[config.mk]
export PLATFORM = sky130hd
export DESIGN_NAME = ccd_pattern_source
export DESIGN_NICKNAME = d
export VERILOG_FILES = /design/src/rtl/ccd_pattern_source.sv
export SDC_FILE = /design/constraint.sdc
export NUM_CORES = 1
export LEC_CHECK = 0
export CAP_MARGIN = 0
export CELL_PAD_IN_SITES_DETAIL_PLACEMENT = 0
export CELL_PAD_IN_SITES_GLOBAL_PLACEMENT = 1
export CORE_UTILIZATION = 35
export CTS_BUF_LIST = sky130_fd_sc_hd__clkbuf_8 sky130_fd_sc_hd__clkbuf_16
export DETAILED_ROUTE_END_ITERATION = 10
export PLACE_DENSITY = 0.74
export SYNTH_ARGS = -nofsm -noshare
export SYNTH_HDL_FRONTEND = slang
export SYNTH_SLANG_ARGS = --single-unit
[constraint.sdc]
create_clock -name iCLK -period 7.39 [get_ports iCLK]
set_input_delay 0.739 -clock iCLK [delete_from_list [all_inputs] [get_ports iCLK]]
set_output_delay 0.739 -clock iCLK [all_outputs]
set_load 0.02 [all_outputs]
[src/rtl/ccd_pattern_source.sv]
// ccd_pattern_source: synthetic CCD pixel stream (FVAL/DVAL, X/Y, 12-bit RGB) with test patterns.
// One pixel per clock; every output comes straight from a register.
module ccd_pattern_source #(
    parameter int          H_ACTIVE  = 800,
    parameter int          V_ACTIVE  = 480,
    parameter int          H_BLANK   = 16,
    parameter int          V_BLANK   = 64,
    parameter logic [15:0] LFSR_SEED = 16'hACE1
) (
    input  logic        iCLK,
    input  logic        iReset_n,
    input  logic        iStart,
    input  logic        iStop,
    input  logic        iSingle,
    input  logic [1:0]  iPattern,
    output logic        oFval,
    output logic        oDval,
    output logic [15:0] oX_Cont,
    output logic [15:0] oY_Cont,
    output logic [11:0] oRed,
    output logic [11:0] oGreen,
    output logic [11:0] oBlue,
    output logic [31:0] oFrame_Cont,
    output logic        oBusy
);
    localparam logic [15:0] H_LAST  = 16'(H_ACTIVE - 1);
    localparam logic [15:0] V_LAST  = 16'(V_ACTIVE - 1);
    localparam logic [15:0] HB_LAST = 16'(H_BLANK - 1);
    localparam logic [15:0] VB_LAST = 16'(V_BLANK - 1);
    localparam logic [15:0] BAR_W   = 16'((H_ACTIVE / 8 > 0) ? H_ACTIVE / 8 : 1);

    typedef enum logic [1:0] {IDLE, VBLANK, ACTIVE, HBLANK} state_t;
    state_t      state_q, state_d;
    logic [15:0] cnt_q, cnt_d, x_q, x_d, y_q, y_d, lfsr_q, lfsr_d, l_cur;
    logic [31:0] frame_q, frame_d;
    logic [11:0] r_q, r_d, g_q, g_d, b_q, b_d;
    logic [1:0]  pat_q, pat_d;
    logic [2:0]  bar;
    logic        single_q, single_d, stop_q, stop_d, fval_q, fval_d, dval_q, dval_d, busy_q, chk;

    always_comb begin
        state_d  = state_q;
        cnt_d    = cnt_q;
        x_d      = x_q;
        y_d      = y_q;
        pat_d    = pat_q;
        single_d = single_q;
        stop_d   = stop_q | (iStop && state_q != IDLE);
        fval_d   = fval_q;
        dval_d   = 1'b0;
        frame_d  = frame_q;
        l_cur    = lfsr_q;
        case (state_q)
            IDLE: if (iStart && !iStop) begin
                state_d  = VBLANK;
                cnt_d    = '0;
                single_d = iSingle;
            end
            VBLANK: if (cnt_q == VB_LAST) begin
                state_d = ACTIVE;
                pat_d   = iPattern;
                l_cur   = LFSR_SEED;
                x_d     = '0;
                y_d     = '0;
                fval_d  = 1'b1;
                dval_d  = 1'b1;
            end else cnt_d = cnt_q + 16'd1;
            ACTIVE: if (x_q == H_LAST) begin
                state_d = HBLANK;
                cnt_d   = '0;
                x_d     = '0;
            end else begin
                x_d    = x_q + 16'd1;
                dval_d = 1'b1;
            end
            HBLANK: if (cnt_q != HB_LAST) cnt_d = cnt_q + 16'd1;
            else if (y_q == V_LAST) begin
                frame_d = frame_q + 32'd1;
                fval_d  = 1'b0;
                cnt_d   = '0;
                state_d = (stop_q || single_q) ? IDLE : VBLANK;
            end else begin
                y_d     = y_q + 16'd1;
                state_d = ACTIVE;
                dval_d  = 1'b1;
            end
            default: state_d = IDLE;
        endcase
        if (state_d == IDLE) stop_d = 1'b0;
        // colour is computed from the pixel about to be presented, so it uses next-state X/Y/pattern
        lfsr_d = dval_d ? {l_cur[14:0], l_cur[15] ^ l_cur[13] ^ l_cur[12] ^ l_cur[10]} : l_cur;
        bar    = 3'(x_d / BAR_W);
        chk    = x_d[3] ^ y_d[3];
        r_d = !dval_d ? 12'h000 : pat_d == 2'd0 ? {x_d[7:0], 4'b0} : pat_d == 2'd1 ? {12{bar[2]}} :
              pat_d == 2'd2 ? {12{chk}} : l_cur[11:0];
        g_d = !dval_d ? 12'h000 : pat_d == 2'd0 ? {x_d[7:0], 4'b0} : pat_d == 2'd1 ? {12{bar[1]}} :
              pat_d == 2'd2 ? {12{chk}} : l_cur[15:4];
        b_d = !dval_d ? 12'h000 : pat_d == 2'd0 ? {x_d[7:0], 4'b0} : pat_d == 2'd1 ? {12{bar[0]}} :
              pat_d == 2'd2 ? {12{chk}} : {l_cur[7:0], l_cur[15:12]};
    end

    always_ff @(posedge iCLK or negedge iReset_n) begin
        if (!iReset_n) begin
            state_q  <= IDLE;
            cnt_q    <= '0;
            x_q      <= '0;
            y_q      <= '0;
            pat_q    <= '0;
            single_q <= 1'b0;
            stop_q   <= 1'b0;
            fval_q   <= 1'b0;
            dval_q   <= 1'b0;
            frame_q  <= '0;
            lfsr_q   <= LFSR_SEED;
            r_q      <= '0;
            g_q      <= '0;
            b_q      <= '0;
            busy_q   <= 1'b0;
        end else begin
            state_q  <= state_d;
            cnt_q    <= cnt_d;
            x_q      <= x_d;
            y_q      <= y_d;
            pat_q    <= pat_d;
            single_q <= single_d;
            stop_q   <= stop_d;
            fval_q   <= fval_d;
            dval_q   <= dval_d;
            frame_q  <= frame_d;
            lfsr_q   <= lfsr_d;
            r_q      <= r_d;
            g_q      <= g_d;
            b_q      <= b_d;
            busy_q   <= state_d != IDLE;
        end
    end

    assign oFval       = fval_q;
    assign oDval       = dval_q;
    assign oX_Cont     = x_q;
    assign oY_Cont     = y_q;
    assign oRed        = r_q;
    assign oGreen      = g_q;
    assign oBlue       = b_q;
    assign oFrame_Cont = frame_q;
    assign oBusy       = busy_q;
endmodule

[Word level (Yosys, flattened, before mapping)]
Cells that the tools add are included.
Operators by class
  shift-type cells: 0
  muxes and demuxes: 47
  bitwise operators: 6
  add/subtract/negate cells: 4
  reductions and logical operators: 15
  order comparisons: 0
  div/mod/pow operators: 1
  equal/unequal tests: 17
  $mul: 0
Operators by type and width (number)
  two-way mux 16 bit: 13
  two-way mux 12 bit: 12
  case mux 16 bit (2 select lines): 2
  case mux 16 bit (4 select lines): 1
  adder 16 x 1 -> 16 bit (second input constant): 3
  adder 32 x 1 -> 32 bit (second input constant): 1
  divider 16 x 7 -> 16 bit (second input constant): 1
  equality test 16 x 10 -> 1 bit (second input constant): 1
  equality test 16 x 6 -> 1 bit (second input constant): 1
  equality test 16 x 9 -> 1 bit (second input constant): 1
  != test 16 x 4 -> 1 bit (second input constant): 1
  two-way mux 2 bit: 7
  != test 2 bit (second input constant): 7
  AND reduction 4 bit: 3
  two-way mux 1 bit: 9
  case mux 2 bit (4 select lines): 1
  equality test 2 bit (second input constant): 3
  zero test 2 bit: 3
  nonzero test 2 bit: 3
  equality test 2 x 1 -> 1 bit (second input constant): 2
  XOR 1 bit: 4
  != test 3 bit (second input constant): 1
  case mux 1 bit (3 select lines): 1
  AND reduction 3 bit: 1
  7 further kinds: 8
Storage, ports and cells
  bits in writable memories: 0
  memory bits (read-only): 0
  input port bits: 7
  memories kept: 0
  register bits: 141
  latch bits: 0

[Logic depth before layout (Yosys ltp)]
  word-level depth: 9
  mapped depth: 35
  mapped depth without buffers: 29

[Worst setup path before layout]
OpenSTA, ideal clock, no wires.
  path kind: register to register
  start point: register x_q[6] (netlist: oX_Cont[6])
  end point: register b_q[3] (netlist: oBlue[3])
  required time: 7.250 ns
  path buffers: 3
  setup time: 0.140 ns
  stages on the path, launching flop included: 30
  slack: -0.912 ns
  clock period less this slack: 8.302 ns
  arrival: 8.162 ns
  path through: dfrtp_1 or4b_4 o41ai_4 or4_1 o211a_2 inv_1 buf_2 a22oi_1 nand2_1 nor4bb_1 or3_1 buf_2 a2bb2oi_1 nor3b_1 mux2_2 a31o_2 nor2_1 a41oi_1 o2111ai_1 nand3_2 a211oi_1 o21ai_1 a221oi_4 mux2i_1 nor2_2 maj3_2 a21o_1 a2111oi_4 buf_6 a211oi_1
Between the ends
  elaborated cells between the ends (all ways): 13
  classes of those cells: 1 x add/sub; 1 x div; 1 x eq/ne; 9 x mux; 1 x bitwise
RTL lines
  from (decl): RTL line 34  | logic [15:0] cnt_q, cnt_d, x_q, x_d, y_q, y_d, lfsr_q, lfsr_d, l_cur;
  from (signal assigned): RTL line 106  | x_q <= '0;
  from (signal assigned): RTL line 122  | x_q <= x_d;
  adder 16 x 1 -> 16 bit or equality test 16 x 10 -> 1 bit (tied branches): RTL line 73, 68
  two-way mux 16 bit (*): RTL line 68  | ACTIVE: if (x_q == H_LAST) begin
  case mux 16 bit (2 select lines) (*): RTL line 53  | case (state_q)
  named net x_d[14]: RTL line 34
  divider 16 x 7 -> 16 bit (*): RTL line 92  | bar = 3'(x_d / BAR_W);
  two-way mux 12 bit (*) (3 in series): RTL line 98  | b_d = !dval_d ? 12'h000 : pat_d == 2'd0 ? {x_d[7:0], 4'b0} : pat_d == 2'd1 ? {12{bar[0]}} :
  named net b_d[3]: RTL line 36  | logic [11:0] r_q, r_d, g_q, g_d, b_q, b_d;
  to (signal assigned): RTL line 117  | b_q <= '0;
  to (signal assigned): RTL line 133  | b_q <= b_d;
  to (decl): RTL line 36
The timed path passes the listed nets; every way through them passes the cells marked *.
A chain may end at the register's enable or synchronous reset.

[Final worst setup path]
  start point: register x_q[5] (netlist: oX_Cont[5])
  end point: register b_q[2] (netlist: oBlue[2])
The elaborated chain is that of the path after synthesis.

==> impl_metrics.csv <==
group,metric,value,unit
run_status,outcome,"finished with violations",
run_status,violations,"setup timing",
global_routing,grt_pass1_wl,43.72,mm
timing,hold_viol_final,0,
yosys,yosysUniqueCellTypes,97,
placement,hpwl,19.62,mm
clock_network,clock-sinks,141,
floorplan,num_io_pins,110,
setup_path,cp_slowest_cell,"or4b_4",
yosys,ys_warn_count,0,
power_and_ir_drop,p_leak,5.586,nW
global_routing,grt_start_max_net_pins,82,
run,cap_violations,0,
floorplan,die_h,158.0,um
finish,drive_above_1_share,28.68,%
global_routing,grt_util_all_layers,22.21,%
timing,fin_ws,-0.3937,ns
floorplan,core_area,23680,um2
floorplan,die_area,24980,um2
global_routing,grt_pass1_vias,8570,
drt,drt_pass1_iterations,5,
yosys,syn_area,8522,um2
setup_path,arrival,8.09,ns
drt,drc,0,
yosys,ys_seq_area_share,41.52,%
finish,finalInstanceArea,12650,um2
yosys,yosysMostFrequentCell,"dfrtp_1",
drt,drt-initial-drc-count,458,
timing,timing.slew.headroom,34.24,%
timing,clock_skew,0.01594,ns
drt,vias_per_cell,5.315,
timing,min_period,7.784,ns
yosys,ys_seq_elements,141,
min_path,hp-class,"input port to asynchronous set/reset pin",
clock_network,clk_pin_slew,0.07,ns
setup_path,cp_max_fo,8,
setup_path,startpoint_type,"flop",
clock_network,cts_inserted_buffers,17,
power_and_ir_drop,power_density,128.0,nW/um2
timing,max_freq,0.1285,GHz
power_and_ir_drop,ir_worst_vdd,93.46,uV
yosys,yosys-top-cells-count,"dfrtp_1, nand2_1, nor2_1",
setup_path,crit_path_frequent_cell,"buf_4",
timing,final-max-slew-violation-count,0,
floorplan,dieWidth,158.0,um
drt,wl_per_cell,16.19,um
setup_path,critPathKind,"flop to flop",
yosys,async_flop_share,100.0,%
yosys,synthFlopType,"dfrtp_1",
placement,routabilityCongestion,0.9132,
timing,finalCritPeriodShare,105.3,%
yosys,synth_nets,1006,
yosys,synth_edf_count,0,
drt,drt-total-wl,26.73,mm
finish,syn2layout_area_growth,48.44,%
yosys,avgSynthCellArea,8.599,um2
yosys,yosysTopAreaCell,"dfrtp_1",
yosys,syn_inst,991,
drt,vias,8775,
finish,diodes,0,
placement,io_buffers,109,
placement,dpl_cell_area,11480,um2
yosys,yosysTopAreaCellShare,39.05,%
timing,worst_pin_slew,0.9864,ns
timing,rsz0062_at_grt,"true",
floorplan,row_count,56,
floorplan,initial_core_util,35.98,%
drt,ant_nets,0,
timing,setup_tns,-5.901,ns
clock_network,clockRootBuffer,"clkbuf_16",
yosys,synth_area_leaders,"dfrtp_1, nand2_1, nor2_1",
setup_path,crit_path_max_incr_delay,0.57,ns
global_routing,grt.overflow.total,0,
clock_network,cts_buffer_depth,2,
finish,utilization,53.41,%
clock_network,cts_tree,"done",
clock_network,h-tree-depth,4,
finish,nets,1334,
global_routing,grt_antenna_before_repair,0,
clock_network,worstSkewPairLatency,0.43,ns
timing,setup_viol,24,
setup_path,critPathRequiredTime,7.69,ns
setup_path,setup.worst_path.end_class,"flop",
## area by class of cell
class,instances,area (um2)
Fill cell,2241,11030
Inverter,37,145.1
Clock buffer,17,425.4
Sequential cell,141,3541
Tap cell,319,399.1
Multi-Input combinational cell,778,5087
Clock inverter,15,142.6
Timing Repair Buffer,344,2909
## kinds of logic (layout without fill, tap and decap cells)
| logic type | Yosys count | in the layout | synth area share [%] |
|---|---|---|---|
| adders and majority gates | 11 | 11 | 1.542 |
| xor gates and xnor gates | 59 | 59 | 6.152 |
| and+or+nand+nor | 433 | 433 | 24.40 |
| AOI/OAI and AO/OA | 265 | 265 | 21.72 |
| buffers and inverters | 72 | 413 | 3.421 |
| muxes | 10 | 10 | 1.248 |
| DFF | 141 | 141 | 41.52 |
## registers in the layout, summed over array words and instances (netlist names)
name,count
oBlue,12
stop_q,1
cnt_q,16
lfsr_q,16
oY_Cont,16
oFrame_Cont,32
oX_Cont,16
oRed,12
oFval,1
single_q,1
oDval,1
oBusy,1
oGreen,12
pat_q,2
state_q,2
## metal layers
metal,GRT usage [%],routed length [um]
met5,0,0
met3,3.969,1412
met4,6.731,476
met1,30.10,12220
met2,35.91,12630
## what timing repair did
| item | in CTS | in global routing |
|---|---|---|
| resized for setup | 56 | 19 |
| gates cloned | 1 | 0 |
| hold buffers | 0 | 0 |
| pin swaps | 13 | 7 |
| setup buffers | 23 | 8 |
| setup endpoints to repair | 25 | 35 |
## worst paths after layout
check / from / endpoint / slack, ns / cells after the start
min in group iCLK: oFrame_Cont[31] / oFrame_Cont[31] / 0.48 / 1
setup reg to reg: oX_Cont[5] / oBlue[2] / -0.39 / 35
hold / removal: iReset_n / cnt_q[7] / 0.36 / 1
setup / recovery: oX_Cont[5] / oBlue[2] / -0.39 / 35
hold reg to reg: oFrame_Cont[31] / oFrame_Cont[31] / 0.48 / 1
max in group asynchronous: iReset_n / oRed[4] / 5.78 / 2
## critical path, delay by kind of cell, from the launching register on
kind            cells  cell delay [ns]
compound gates     12             2.52
mux                 2             0.57
fa+ha+maj           1             0.34
simple gates       11             2.35
buf+inv             9             1.48
flops               1             0.38
## where the power goes
group / switching, mW / internal (mW) / total, mW
Clock: 0.381 / 0.446 / 0.827
Combinational: 0.0157 / 0.00345 / 0.0191
Sequential: 0.0000883 / 0.772 / 0.772
Total: 0.397 / 1.22 / 1.62
## stage by stage
stage,hold slack (ns),cells,setup WS (ns),total power [mW]
finish,0.3589,1651,-0.3937,1.619
floorplan,0.4434,991,-0.6005,0.7874
CTS,0.3702,1643,-0.3816,1.641
detailed placement,0.4764,1588,-0.6519,0.8072
global placement,0.4569,1588,-0.5663,0.8070
global route,0.4092,1651,-0.7121,1.674
## cells in the final DEF, fill, tap and decap left out, types with 5 or more instances in the layout
cell type	synthesis	routed
nor4_1	17	12
nand2b_1	10	10
o211ai_1	7	7
nand3_1	43	42
clkinv_1	5	5
nand4_1	18	18
or3_1	8	6
nor2_1	115	113
xor2_1	27	27
nor3_1	42	37
clkdlybuf4s50_1	0	108
dfstp_2	8	8
a31oi_1	8	8
o21ai_0	54	52
inv_1	29	27
nand2_1	118	115
xnor2_1	31	30
and2_1	9	7
buf_6	1	5
clkbuf_16	0	17
a31o_2	5	5
o31a_1	6	6
dfrtp_1	133	131
inv_6	0	5
and3_1	21	19
a21oi_1	74	70
ha_1	8	8
o22ai_1	10	8
a211oi_1	23	12
a21o_1	10	10
o21ai_1	7	6
buf_4	0	228
a211oi_2	2	12
Power figures use the tool's default switching activity.
